--- src/rtl/ai_qcrc_sum_tree.sv ---
// ai_qcrc_sum_tree
// Pipelined unsigned adder tree that reduces N channel scores to one total
// per beat. It can also accumulate totals over a multi-beat frame, closed by
// in_last, with a saturating sum and a saturating beat count.
//
// Ports:
//   clk, rst      clock (rising edge) and synchronous active-high reset
//   in_valid      beat present on in_data
//   in_data       N*W bits, channel k at [k*W +: W], unsigned
//   in_last       last beat of an accumulate frame (acc_mode = 1 only)
//   acc_mode      0 = per-beat sum, 1 = frame accumulate
//   out_valid     one-cycle result pulse, L+1 cycles after the beat
//   out_sum       unsigned result, W + log2(N) + ACC_BITS bits
//   out_sat       frame result was clamped
//   out_beats     beats contributing to the result, saturating at 65535
module ai_qcrc_sum_tree #(
    parameter int N        = 4,
    parameter int W        = 32,
    parameter int ACC_BITS = 8
) (
    input  logic                                clk,
    input  logic                                rst,
    input  logic                                in_valid,
    input  logic [N*W-1:0]                      in_data,
    input  logic                                in_last,
    input  logic                                acc_mode,
    output logic                                out_valid,
    output logic [W+$clog2(N)+ACC_BITS-1:0]     out_sum,
    output logic                                out_sat,
    output logic [15:0]                         out_beats
);
    localparam int L     = $clog2(N);
    localparam int TW    = W + L;
    localparam int OW    = TW + ACC_BITS;
    localparam int OW1   = OW + 1;
    localparam int NODES = N - 1;

    // Tree nodes are stored flat: stage s occupies indices
    // [N - (N >> s)] .. [N - (N >> (s+1)) - 1]; the last node is the result.
    // Every node is held at the full tree width, which zero-extends each stage.
    logic [TW-1:0] node_q [NODES];
    logic [TW-1:0] node_d [NODES];

    logic [L-1:0]  vld_q, vld_d;
    logic [L-1:0]  last_q, last_d;
    logic [L-1:0]  mode_q, mode_d;

    logic [OW-1:0] acc_q, acc_d;
    logic [15:0]   cnt_q, cnt_d;
    logic          sat_flag_q, sat_flag_d;

    logic          out_valid_q, out_valid_d;
    logic [OW-1:0] out_sum_q, out_sum_d;
    logic          out_sat_q, out_sat_d;
    logic [15:0]   out_beats_q, out_beats_d;

    logic [TW-1:0] tree_sum;
    logic [OW:0]   acc_sum;
    logic          acc_ovf;
    logic [OW-1:0] acc_clamped;
    logic [15:0]   cnt_inc;
    logic          beat_v;
    logic          beat_last;
    logic          beat_mode;

    always_comb begin
        for (int n = 0; n < NODES; n++) begin
            node_d[n] = '0;
        end
        for (int i = 0; i < N / 2; i++) begin
            node_d[i] = TW'(in_data[2*i*W +: W]) + TW'(in_data[(2*i+1)*W +: W]);
        end
        for (int s = 1; s < L; s++) begin
            for (int i = 0; i < (N >> (s + 1)); i++) begin
                node_d[N - (N >> s) + i] = node_q[N - (N >> (s - 1)) + 2*i]
                                         + node_q[N - (N >> (s - 1)) + 2*i + 1];
            end
        end
    end

    // Sideband shift register, one stage per tree stage.
    always_comb begin
        vld_d     = '0;
        last_d    = '0;
        mode_d    = '0;
        vld_d[0]  = in_valid;
        last_d[0] = in_last;
        mode_d[0] = acc_mode;
        for (int s = 1; s < L; s++) begin
            vld_d[s]  = vld_q[s-1];
            last_d[s] = last_q[s-1];
            mode_d[s] = mode_q[s-1];
        end
    end

    assign tree_sum  = node_q[NODES-1];
    assign beat_v    = vld_q[L-1];
    assign beat_last = last_q[L-1];
    assign beat_mode = mode_q[L-1];

    // One extra bit catches the carry out of the accumulator for saturation.
    assign acc_sum     = {1'b0, acc_q} + OW1'(tree_sum);
    assign acc_ovf     = acc_sum[OW];
    assign acc_clamped = acc_ovf ? {OW{1'b1}} : acc_sum[OW-1:0];
    assign cnt_inc     = (cnt_q == 16'hFFFF) ? cnt_q : cnt_q + 16'd1;

    always_comb begin
        acc_d       = acc_q;
        cnt_d       = cnt_q;
        sat_flag_d  = sat_flag_q;
        out_valid_d = 1'b0;
        out_sum_d   = out_sum_q;
        out_sat_d   = out_sat_q;
        out_beats_d = out_beats_q;
        if (beat_v) begin
            if (!beat_mode) begin
                // Per-beat sum; an open frame is left alone.
                out_valid_d = 1'b1;
                out_sum_d   = OW'(tree_sum);
                out_sat_d   = 1'b0;
                out_beats_d = 16'd1;
            end else if (!beat_last) begin
                acc_d      = acc_clamped;
                cnt_d      = cnt_inc;
                sat_flag_d = sat_flag_q | acc_ovf;
            end else begin
                out_valid_d = 1'b1;
                out_sum_d   = acc_clamped;
                out_sat_d   = sat_flag_q | acc_ovf;
                out_beats_d = cnt_inc;
                acc_d       = '0;
                cnt_d       = '0;
                sat_flag_d  = 1'b0;
            end
        end
    end

    always_ff @(posedge clk) begin
        if (rst) begin
            vld_q       <= '0;
            acc_q       <= '0;
            cnt_q       <= '0;
            sat_flag_q  <= 1'b0;
            out_valid_q <= 1'b0;
            out_sum_q   <= '0;
            out_sat_q   <= 1'b0;
            out_beats_q <= '0;
        end else begin
            vld_q       <= vld_d;
            acc_q       <= acc_d;
            cnt_q       <= cnt_d;
            sat_flag_q  <= sat_flag_d;
            out_valid_q <= out_valid_d;
            out_sum_q   <= out_sum_d;
            out_sat_q   <= out_sat_d;
            out_beats_q <= out_beats_d;
        end
    end

    // Datapath and sideband payload need no reset; valid bits gate them.
    always_ff @(posedge clk) begin
        node_q <= node_d;
        last_q <= last_d;
        mode_q <= mode_d;
    end

    assign out_valid = out_valid_q;
    assign out_sum   = out_sum_q;
    assign out_sat   = out_sat_q;
    assign out_beats = out_beats_q;

endmodule
--- config.mk ---
export PLATFORM = sky130hd
export DESIGN_NAME = ai_qcrc_sum_tree
export DESIGN_NICKNAME = d
export VERILOG_FILES = /design/src/rtl/ai_qcrc_sum_tree.sv
export SDC_FILE = /design/constraint.sdc
export NUM_CORES = 1
export LEC_CHECK = 0
export BUFFER_PORTS_ARGS = -buffer_cell sky130_fd_sc_hd__buf_2
export CORE_ASPECT_RATIO = 1.2
export CORE_MARGIN = 4
export CORE_UTILIZATION = 45
export DETAILED_ROUTE_END_ITERATION = 12
export PLACE_DENSITY = 0.68
export SLEW_MARGIN = 15
export SYNTH_ARGS = -nofsm -noshare
export SYNTH_HDL_FRONTEND = slang
export SYNTH_SLANG_ARGS = --single-unit
--- constraint.sdc ---
create_clock -name clk -period 2.7 [get_ports clk]
set_clock_uncertainty 0.1 [all_clocks]
set_input_delay 0.135 -clock clk [delete_from_list [all_inputs] [get_ports clk]]
set_output_delay 0.135 -clock clk [all_outputs]
set_load 0.1 [all_outputs]
==> reports/results.ini <==
[die]
die_h_um = 198
core_um2 = 29600
num_rows = 69
fp.dieW_um = 166
ioPinCount = 193
initial_core_utilization_pct = 45.7
design.die.area_um2 = 32900

[min_path]
hold-path-cell-count = 4
hold-path-endpoint = node_q[73]
hold_class = primary input to flop
hold_path.startpoint = in_data[3]

[timing]
finalHoldViolations = 0
slew_headroom_pct = 47.8
rsz0062_at_grt = true
finalHoldWorstSlack_ns = 0.00510
timing.final.setup_violations = 62
timing.final.max_slew_violations = 0
achievable-frequency_mhz = 343
worst_slew_pin_tran_ns = 0.784
final_min_period_over_clock_period_pct = 108
period_minus_slack_ns = 2.91
post-route-worst-setup-slack_ns = -0.213

[final_layout]
share_of_cells_above_drive_strength_1_pct = 31.9
layout.cells.most_common = sky130_fd_sc_hd__dfxtp_1
layout.cells.most_common_list = sky130_fd_sc_hd__dfxtp_1, sky130_fd_sc_hd__buf_2, sky130_fd_sc_hd__buf_4
area_growth_syn_to_layout_pct = 47.2
design_area_um2 = 19900
n_antenna_cell = 0
final_nets = 2352

[yosys]
post-synth-top-area-cell = sky130_fd_sc_hd__dfxtp_1
ys_warn_count = 0
synthDistinctLibCells = 74
postSynth.asyncResetShare_pct = 0
synth_cells = 1587
area_share_of_the_largest_cell_type_after_synthesis_pct = 33.3
seq_area_frac_synth_pct = 33.3
synth_edf_count = 0
netlist_area_um2 = 13500
syn-mean-instance-area_um2 = 8.53
ys_top_cells_by_area = sky130_fd_sc_hd__dfxtp_1, sky130_fd_sc_hd__ha_1, sky130_fd_sc_hd__a21oi_1, sky130_fd_sc_hd__xnor2_1, sky130_fd_sc_hd__nor2_1
yosys_most_used_dff = sky130_fd_sc_hd__dfxtp_1
synth_nets = 1856
synth_seq_cells = 225

[place]
gpl.final_weighted_congestion = 0.924
placedInstanceArea_um2 = 16200
hpwlAfterDp_um = 28300
numPortBuffers = 192

[critical_path]
r2r.worst_path.cells = 12
worstPathMaxFanout = 5
required_ns = 3.06
critical_path_class = flop to flop
cp-start-kind = flop
worst_ep_arrival_time_ns = 3.27
setup.reg_to_reg.worst_slack_ns = -0.21
crit-reg2reg-launch = tree_sum[1]
crit_path_end_kind = flop
worst_r2r_endpoint = out_sum[35]

[power_and_ir_drop]
comb_power_share_pct = 45.4
internal_power_summed_over_all_cells_mw = 9.03
vdd_ir_drop_max_mv = 0.582
clock_power_share_pct = 24.3
power.share.switching_pct = 36.2
power.leakage_nw = 8.92
power.sequential.fraction_pct = 30.3
power.switching_mw = 5.13
powerDensity_nw_per_um2 = 711

[route]
avgViaCountPerCell = 5.60
drt-pass1-iter-count = 5
route.final.wire_length_um = 41900
dr_total_vias = 14000
routed_wire_length_per_instance_um = 16.8
post_route_antenna_net_violation_count = 0
drcViolationCount = 0
drt_iter0_markers = 848

[global_route]
grt_pass1_wl_um = 66200
globalRoute.totalOverflow = 0
number_of_antenna_violations_at_the_first_check_in_global_routing = 0
vias_in_the_first_global_route = 13900
grt_use_total_pct = 23.5
largest_net_degree_at_the_start_of_global_routing = 73

[run_status]
outcome = complete, but fails checks
violated_checks = negative setup slack

[clocking]
latest_clock_arrival_within_the_worst_skew_pair_ns = 0.53
clock_tree.root_cell = sky130_fd_sc_hd__clkbuf_16
h-tree-depth = 1
cts_num_sinks = 225
clkSlewWorstSetupHoldPaths_ns = 0.06
tritoncts.num_buffers = 24
clock_path_buffers = 3
tritoncts = done

[run]
maxCapViolCount = 0

how the worst max path moves through the flow:
stage,start,to,slack (ns),cells after the start
after CTS,acc_q[0],out_sum[1],-0.17,12
after global placement,in_data[64],node_q[66],-0.27,12
after detailed placement,in_data[64],node_q[66],-0.29,12
after floorplan,tree_sum[0],out_sum[26],-0.003,11
final,tree_sum[1],out_sum[35],-0.21,12
after global routing,tree_sum[1],acc_q[39],-0.32,12
area by class of cell:
type	instances	area [um^2]
clock buffers	37	711
clock inverters	7	118
inverters	29	109
well taps	390	488
flip-flops and latches	225	4530
fillers	2289	9690
repair buffers	531	3990
multi-input cells	1272	9980
Yosys cell counts, types with 26 or more instances:
cell                       number
sky130_fd_sc_hd__a21o_1        77
sky130_fd_sc_hd__a21oi_1      156
sky130_fd_sc_hd__a22oi_1       33
sky130_fd_sc_hd__and3_1        30
sky130_fd_sc_hd__clkbuf_1      54
sky130_fd_sc_hd__dfxtp_1      225
sky130_fd_sc_hd__ha_1         132
sky130_fd_sc_hd__inv_1         29
sky130_fd_sc_hd__nand2_1      115
sky130_fd_sc_hd__nand3_1       40
sky130_fd_sc_hd__nand4_1       26
sky130_fd_sc_hd__nor2_1       165
sky130_fd_sc_hd__o21ai_0       66
sky130_fd_sc_hd__xnor2_1       82
sky130_fd_sc_hd__xor2_1        44
stage by stage:
stage / setup WS, ns / power [mW] / instances / TNS [ns] / util (%)
after CTS: -0.174 / 13.4 / 2473 / -7.75 / 63.7
after floorplan: -0.00288 / 7.68 / 1587 / -0.00288 / -
after global placement: -0.270 / 9.36 / 2287 / -6.23 / 54.6
after global routing: -0.319 / 15.0 / 2491 / -12.10 / 67.3
after detailed placement: -0.292 / 9.44 / 2287 / -10.99 / 54.6
final: -0.213 / 14.2 / 2491 / -5.55 / 67.3
cell families after synthesis:
family	count (synthesis)	synth area share, %
AO/OA/AOI/OAI	534	26.3
AND/OR/NAND/NOR	466	16.1
flip-flops	225	33.3
adder cells (fa/ha/maj)	136	12.8
XOR/XNOR	126	8.15
buffers and inverters	90	2.63
multiplexers	10	0.739
registers in the layout, indices dropped and copies added (netlist names):
signal / flops
out_sat: 1
acc_q: 42
out_sum: 42
out_beats: 16
sat_flag_q: 1
mode_q: 2
out_valid: 1
cnt_q: 16
vld_q: 2
tree_sum: 34
last_q: 2
node_q: 66
critical path: stages (launching register included):
cell                       delay [ns]
sky130_fd_sc_hd__dfxtp_4         0.36
sky130_fd_sc_hd__ha_4            0.25
sky130_fd_sc_hd__a21o_1          0.12
sky130_fd_sc_hd__nand4_1         0.18
sky130_fd_sc_hd__a31oi_2         0.28
sky130_fd_sc_hd__o41a_1          0.26
sky130_fd_sc_hd__a211oi_2        0.09
sky130_fd_sc_hd__buf_4           0.16
sky130_fd_sc_hd__o31a_1          0.31
sky130_fd_sc_hd__buf_6           0.14
sky130_fd_sc_hd__nand2b_4        0.14
sky130_fd_sc_hd__or3_1           0.31
sky130_fd_sc_hd__a31oi_1         0.12
power by group through the flow:
stage | Clock [mW] | Sequential [mW] | Combinational [mW]
3_3_place_gp | 0 | 4.24 | 5.12
2_1_floorplan | 0 | 4.38 | 3.30
3_5_place_dp | 0 | 4.25 | 5.19
6_report | 3.45 | 4.28 | 6.43
5_1_grt | 3.63 | 4.33 | 7.00
4_1_cts | 3.50 | 4.21 | 5.74
layer usage:
| layer | global-route usage [%] | up-vias | part of all wire [%] |
|---|---|---|---|
| met3 | 2.56 | 100 | 4.9 |
| li1 | - | 6864 | - |
| met4 | 8.09 | 0 | 3.4 |
| met1 | 28.2 | 6520 | 42 |
| met2 | 43.9 | 467 | 50 |
| met5 | 0 | - | 0 |
what timing repair did:
item	4_1_cts	5_1_grt
endpoints found under the hold margin	66	0
gates resized for setup	100	212
pin swaps	53	145
cloned	2	1
hold buffers	128	0
setup buffers	13	25
setup endpoints to repair	78	121
No activity file was read; power rests on OpenSTA's default activity.
